**src/rtl/ws2811_serial_receiver.sv**
```systemverilog
// ws2811_serial_receiver
//
// Decodes a one-wire WS2811 NRZ stream into 24-bit GRB words. Each high pulse
// is measured in clock cycles and classified as 0, 1 or error. A long enough
// low gap closes the frame. A pass-through copy of the stream is regenerated
// with the first own_words words removed, as a chained pixel would do.
//
// Ports
//   clock        system clock (50 MHz nominal)
//   reset        asynchronous active-low reset
//   enable       1 = decode; 0 = FSM held in IDLE, bit/word state cleared
//   serial_in    asynchronous WS2811 data line
//   own_words    leading words of each frame that are not forwarded
//   pixel_data   last decoded word, MSB = first bit received
//   pixel_index  index of pixel_data within its frame
//   pixel_valid  1-cycle pulse when pixel_data/pixel_index update
//   frame_done   1-cycle pulse when the latch gap ends a frame
//   pixel_count  complete words in the frame just closed (with frame_done)
//   bit_error    1-cycle pulse: glitch, overlong high, or partial word at latch
//   serial_out   regenerated pass-through stream
//   db_serial    synchronized serial_in
//   db_state     FSM state encoding
//
// state | meaning
// ------+----------------------------------------------------
// IDLE  | no activity since reset/latch, waiting for a rise
// HIGH  | measuring a high pulse
// LOW   | measuring the low time after a bit, watching for latch
module ws2811_serial_receiver #(
    parameter int T_MIN_HIGH = 5,
    parameter int T_THRESH   = 21,
    parameter int T_MAX_HIGH = 50,
    parameter int T_RESET    = 2500,
    parameter int CNT_W      = 12
) (
    input  logic        clock,
    input  logic        reset,
    input  logic        enable,
    input  logic        serial_in,
    input  logic [7:0]  own_words,
    output logic [23:0] pixel_data,
    output logic [7:0]  pixel_index,
    output logic        pixel_valid,
    output logic        frame_done,
    output logic [7:0]  pixel_count,
    output logic        bit_error,
    output logic        serial_out,
    output logic        db_serial,
    output logic [1:0]  db_state
);

    typedef enum logic [1:0] {
        S_IDLE = 2'b00,
        S_HIGH = 2'b01,
        S_LOW  = 2'b10
    } state_t;

    localparam logic [CNT_W-1:0] MIN_C    = CNT_W'(T_MIN_HIGH);
    localparam logic [CNT_W-1:0] THRESH_C = CNT_W'(T_THRESH);
    localparam logic [CNT_W-1:0] MAX_C    = CNT_W'(T_MAX_HIGH);
    localparam logic [CNT_W-1:0] RESET_C  = CNT_W'(T_RESET);
    localparam logic [CNT_W-1:0] ONE_C    = CNT_W'(1);
    localparam logic [CNT_W-1:0] SAT_C    = '1;

    state_t            state, state_next;
    logic              sync_q, serial_s, serial_prev;
    logic              rise, fall;
    logic [CNT_W-1:0]  high_cnt, low_cnt;
    logic [4:0]        bit_cnt;
    logic [23:0]       shift;
    logic [23:0]       shift_next;
    logic [7:0]        idx;
    logic              fwd, fwd_now;
    logic              fall_good, fall_bad, latch;
    logic              bit_val, word_done;

    always_ff @(posedge clock or negedge reset) begin
        if (!reset) begin
            sync_q      <= 1'b0;
            serial_s    <= 1'b0;
            serial_prev <= 1'b0;
        end else begin
            sync_q      <= serial_in;
            serial_s    <= sync_q;
            serial_prev <= serial_s;
        end
    end

    assign rise      = serial_s & ~serial_prev;
    assign fall      = ~serial_s & serial_prev;
    assign db_serial = serial_s;
    assign db_state  = state;

    always_ff @(posedge clock or negedge reset) begin
        if (!reset) state <= S_IDLE;
        else        state <= state_next;
    end

    // The latch check comes before the rise check in LOW so that a rise on the
    // latch cycle closes the old frame and starts the new one from scratch.
    always_comb begin
        state_next = state;
        fall_good  = 1'b0;
        fall_bad   = 1'b0;
        latch      = 1'b0;
        if (!enable) begin
            state_next = S_IDLE;
        end else begin
            case (state)
                S_IDLE: if (rise) state_next = S_HIGH;
                S_HIGH: begin
                    if (fall) begin
                        state_next = S_LOW;
                        if (high_cnt < MIN_C || high_cnt > MAX_C) fall_bad = 1'b1;
                        else                                      fall_good = 1'b1;
                    end
                end
                S_LOW: begin
                    if (low_cnt == RESET_C) begin
                        latch      = 1'b1;
                        state_next = rise ? S_HIGH : S_IDLE;
                    end else if (rise) begin
                        state_next = S_HIGH;
                    end
                end
                default: state_next = S_IDLE;
            endcase
        end
    end

    assign bit_val    = (high_cnt >= THRESH_C);
    assign shift_next = {shift[22:0], bit_val};
    assign word_done  = fall_good & (bit_cnt == 5'd23);

    // Forwarding decision for the pulse starting now; after a latch the word
    // index is already back at 0 for the new frame.
    assign fwd_now = latch ? (own_words == 8'd0) : (idx >= own_words);

    always_ff @(posedge clock or negedge reset) begin
        if (!reset) begin
            high_cnt <= '0;
            low_cnt  <= '0;
        end else if (!enable) begin
            high_cnt <= '0;
            low_cnt  <= '0;
        end else begin
            if (rise)
                high_cnt <= ONE_C;
            else if (state == S_HIGH && fall)
                high_cnt <= '0;
            else if (state == S_HIGH && high_cnt != SAT_C)
                high_cnt <= high_cnt + ONE_C;

            if (latch)
                low_cnt <= '0;
            else if (state == S_HIGH && fall)
                low_cnt <= ONE_C;
            else if (state == S_LOW && !rise)
                low_cnt <= low_cnt + ONE_C;
            else
                low_cnt <= '0;
        end
    end

    always_ff @(posedge clock or negedge reset) begin
        if (!reset) begin
            bit_cnt <= '0;
            shift   <= '0;
            idx     <= '0;
            fwd     <= 1'b0;
        end else if (!enable) begin
            bit_cnt <= '0;
            shift   <= '0;
            idx     <= '0;
            fwd     <= 1'b0;
        end else if (latch) begin
            bit_cnt <= '0;
            shift   <= '0;
            idx     <= '0;
            fwd     <= rise ? fwd_now : 1'b0;
        end else begin
            if (rise) fwd <= fwd_now;
            if (fall_bad) begin
                bit_cnt <= '0;
                shift   <= '0;
            end else if (fall_good) begin
                shift <= shift_next;
                if (bit_cnt == 5'd23) begin
                    bit_cnt <= '0;
                    if (idx != 8'hFF) idx <= idx + 8'd1;
                end else begin
                    bit_cnt <= bit_cnt + 5'd1;
                end
            end
        end
    end

    always_ff @(posedge clock or negedge reset) begin
        if (!reset) begin
            pixel_data  <= '0;
            pixel_index <= '0;
            pixel_valid <= 1'b0;
            frame_done  <= 1'b0;
            pixel_count <= '0;
            bit_error   <= 1'b0;
            serial_out  <= 1'b0;
        end else begin
            pixel_valid <= word_done;
            frame_done  <= latch;
            bit_error   <= fall_bad | (latch & (bit_cnt != 5'd0));
            serial_out  <= enable & serial_s & (rise ? fwd_now : fwd);
            if (word_done) begin
                pixel_data  <= shift_next;
                pixel_index <= idx;
            end
            if (latch) pixel_count <= idx;
        end
    end

endmodule

```
**config.mk**
```make
export PLATFORM = sky130hd
export DESIGN_NAME = ws2811_serial_receiver
export DESIGN_NICKNAME = d
export VERILOG_FILES = /design/src/rtl/ws2811_serial_receiver.sv
export SDC_FILE = /design/constraint.sdc
export NUM_CORES = 1
export LEC_CHECK = 0
export CORE_AREA = 4 4 106 108
export CTS_CLUSTER_DIAMETER = 100
export CTS_CLUSTER_SIZE = 8
export DETAILED_ROUTE_END_ITERATION = 8
export DIE_AREA = 0 0 110 112
export GPL_TIMING_DRIVEN = 0
export HOLD_SLACK_MARGIN = 0.06
export PLACE_DENSITY = 0.77
export SYNTH_ARGS = -nofsm -noshare
export SYNTH_HDL_FRONTEND = slang
export SYNTH_SLANG_ARGS = --single-unit
```
**constraint.sdc**
```tcl
create_clock -name clock -period 2.1 [get_ports clock]
set_input_delay 0.42 -clock clock [delete_from_list [all_inputs] [get_ports clock]]
set_output_delay 0.42 -clock clock [all_outputs]
set_load 0.03 [all_outputs]
```
==> results of run 1 <==
==> final cells by class <==
type                       count  area share
multi-input combinational    290       0.361
buffer                        10      0.0131
tap                          136      0.0258
clock inverter                 7      0.0146
sequential                   110       0.419
timing repair buffer          90       0.135
clock buffer                   9      0.0188
inverter                      22      0.0125
==> state kept, by name, indices dropped and copies added, names as in the netlist <==
signal,flops
pixel_valid,1
low_cnt,12
pixel_index,8
db_serial,1
sync_q,1
fwd,1
db_state,2
idx,8
shift,23
high_cnt,12
bit_error,1
serial_out,1
frame_done,1
serial_prev,1
bit_cnt,5
pixel_count,8
pixel_data,24
==> metal layers <==
metal | global-route usage | up-vias | part of all wire
met3 | 0.0371 | 18 | 0.051
met5 | 0 | - | 0
met1 | 0.275 | 1960 | 0.44
met4 | 0.0623 | 0 | 0.016
met2 | 0.303 | 130 | 0.49
li1 | - | 1768 | -
==> how the worst max path moves through the flow <==
stage,startpoint,cells past startpoint,to
6_report,high_cnt[9],7,pixel_index[5]
5_1_grt,high_cnt[9],7,pixel_index[5]
4_1_cts,high_cnt[0],11,pixel_data[13]
3_5_place_dp,enable,5,shift[19]
3_3_place_gp,reset,1,db_state[1]
2_1_floorplan,db_serial,5,pixel_data[12]
==> cell usage in the layout (no fill, tap or decap), types with 8 or more instances in the layout <==
| cell type | instances |
|---|---|
| dfrtp_1 | 104 |
| a22o_1 | 25 |
| ha_1 | 15 |
| clkbuf_8 | 9 |
| nand3_1 | 18 |
| clkdlybuf4s50_1 | 56 |
| nand4_1 | 11 |
| xnor2_1 | 8 |
| nor2_1 | 35 |
| buf_4 | 24 |
| inv_1 | 20 |
| nand2_1 | 24 |
| a21oi_1 | 13 |
| xor2_1 | 9 |
| o21ai_0 | 13 |
| mux2_4 | 32 |
==> synthesized netlist by cell type, drive strengths merged (5+ instances only) <==
cell type | instances | area (sq um)
and3 | 8 | 50.1
nand4 | 11 | 68.8
o21ai | 15 | 75.1
nand3 | 21 | 110
dfrtp | 110 | 2750
xor2 | 9 | 78.8
clkbuf | 7 | 26.3
ha | 17 | 213
inv | 22 | 82.6
xnor2 | 8 | 70.1
nand2 | 26 | 97.6
nor3 | 6 | 35.0
a22o | 25 | 219
mux2 | 38 | 428
nor2 | 35 | 131
nor4 | 6 | 58.8
buf | 5 | 32.5
nand2b | 5 | 31.3
or3 | 5 | 31.3
a21oi | 15 | 75.1
==> power breakdown <==
group | switching (mW) | internal [mW] | leakage, nW
Clock | 0.793 | 0.590 | 0.109
Combinational | 0.122 | 0.0694 | 1.28
Sequential | 0.0124 | 2.13 | 1.52
Total | 0.927 | 2.79 | 2.91
==> cell families after synthesis <==
logic type	count (synthesis)
and+or+nand+nor	144
DFF	110
AOI/OAI and AO/OA	71
muxes	41
buffers and inverters	34
xor gates and xnor gates	17
adders and majority gates	17
==> repair_timing <==
item                                    4_1_cts  5_1_grt
endpoints found under the setup margin       84       81
setup buffers                                19       10
gates cloned                                  2        2
pin swaps                                     8       11
endpoints found under the hold margin        38        0
hold buffers                                  1        0
gates resized for setup                      42       52
==> flow_metrics.py, run 1 <==
metrics = {
    "outcome": {
        "outcome": "finished, violations left",
        "violations": "negative setup slack",
    },
    "critical_path": {
        "path_max_fanout": 5,
        "crit_family": "simple AND/OR/NAND/NOR gates",
        "crit_buf_inv": 2,
        "r2r_end": "pixel_index[5]",
        "worstPathArrival_ns": 2.38,
        "cp_slowest_stage_delay_ns": 0.46,
        "cp-end-kind": "flop",
        "startpoint_type": "flop",
        "path_class": "reg2reg",
        "cp.required_ns": 2.38,
        "reg2reg_from": "high_cnt[9]",
        "regToRegSetupSlack_ns": -0.001,
        "critPathSlowestCell": "dfrtp_1",
        "r2r_cells": 7,
        "path_cells": "nor4_2 -> and2_4 -> nand3_4 -> nor3_4 -> buf_6 -> buf_8 -> mux2_4",
    },
    "synthesis": {
        "yosysUniqueCellTypes": 51,
        "synth_ff_type": "dfrtp_1",
        "synth_area_per_cell_sq_um": 11.5,
        "syn-num-nets": 463,
        "synth-compound-area-share": 0.0993,
        "synth_edf_count": 0,
        "synth.area.mux_share": 0.0915,
        "synth_adder_area_share": 0.0425,
        "ys_ff_latch": 110,
        "seq_area_frac_synth": 0.550,
        "synth_xor_area_frac": 0.0298,
        "synthArstFlopShare": 1.00,
        "ys_warn_count": 0,
        "synth.cell_area_sq_um": 5000,
        "synth-simple-area-share": 0.159,
        "synthCells": 434,
        "synth_top_family_by_area": "simple AND/OR/NAND/NOR gates",
    },
    "timing": {
        "finalSetupViolations": 1,
        "period_minus_slack_ns": 2.10,
        "final_hold_viol_count": 0,
        "finalCritPeriodShare": 1.00,
        "slew_headroom": 0.656,
        "tns_ns": -0.00124,
        "drv_slew": 0,
        "hold-worst-slack_ns": 0.362,
        "fmax_mhz": 476,
        "rsz0062_at_grt": "true",
        "fin_skew_ns": 0.0182,
        "worst_pin_slew_ns": 0.516,
        "worst_slack_ns": -0.00124,
    },
    "placed_design": {
        "place_congestion": 0.869,
        "placedCellCount": 628,
        "hpwl_um": 7160,
        "post_dp_cell_area_sq_um": 5800,
        "post-place-ws_ns": -0.430,
        "io_buffers": 57,
    },
    "drt": {
        "routed_wirelength_um": 12200,
        "wl_per_cell_um": 18.1,
        "vias_per_cell": 5.75,
        "vias": 3876,
        "final_antenna_net_count": 0,
        "drt_pass1_iterations": 5,
        "route.detailed.drc": 0,
        "drtIter0Drc": 247,
    },
    "finish": {
        "drive_gt1_frac": 0.249,
        "postLayoutCellArea_sq_um": 6590,
        "syn_to_final_growth_pct": 31.7,
        "nets": 562,
        "multi_input_area_sq_um": 2380,
        "final_cell_count_no_fill": 674,
        "fillers": 729,
        "post-route-util": 0.644,
        "n_antenna_cell": 0,
        "seq_area_sq_um": 2760,
    },
    "clock_network": {
        "insertion_delay_ns": 0.39,
        "htreeDepth": 3,
        "clkSlewWorstSetupHoldPaths_ns": 0.11,
        "cts_tree": "yes",
        "clock_path_buffers": 2,
        "cts-root-buf": "clkbuf_8",
        "numCtsBuffers": 9,
        "cts_sinks": 110,
    },
    "floorplan": {
        "die_y_um": 112,
        "core.rowCount": 37,
        "start_util": 0.489,
        "core_sq_um": 10200,
        "dieArea_sq_um": 12300,
        "die_w_um": 110,
        "io_pins": 59,
    },
    "worst_hold_path": {
        "hold_class": "reg2reg",
        "worstHoldStart": "sync_q",
        "hold_depth": 0,
        "worstHoldEndpoint": "db_serial",
    },
    "pwr": {
        "p_per_area_nw_per_um2": 563,
        "peakVddDrop_uv": 431,
        "leakagePower_nw": 2.91,
        "power_mw": 3.71,
    },
    "global_routing": {
        "overflow": 0,
        "grt_max_degree": 73,
        "track_usage": 0.195,
        "grt_pass1_vias": 3815,
        "antenna_found_initial": 0,
        "grt_pass1_wl_um": 19000,
    },
    "job": {
        "maxCapViolCount": 0,
    },
}
Note: power is estimated with default switching activity, not from simulation.
==> run 2, diff against run 1 <==
==> constraint.sdc (replaced) <==
create_clock -name clock -period 2.1 [get_ports clock]
set_input_delay 0.21 -clock clock [delete_from_list [all_inputs] [get_ports clock]]
set_output_delay 0.21 -clock clock [all_outputs]
set_load 0.03 [all_outputs]
==> results of run 2 <==
The final DEF is identical to that of run 1. Status: finished, violations left: negative setup slack.
Main changes from that run: setup slack after placement -0.430 ns -> -0.414 ns; hold slack 0.362 ns -> 0.275 ns; end point of the worst hold path db_serial -> sync_q
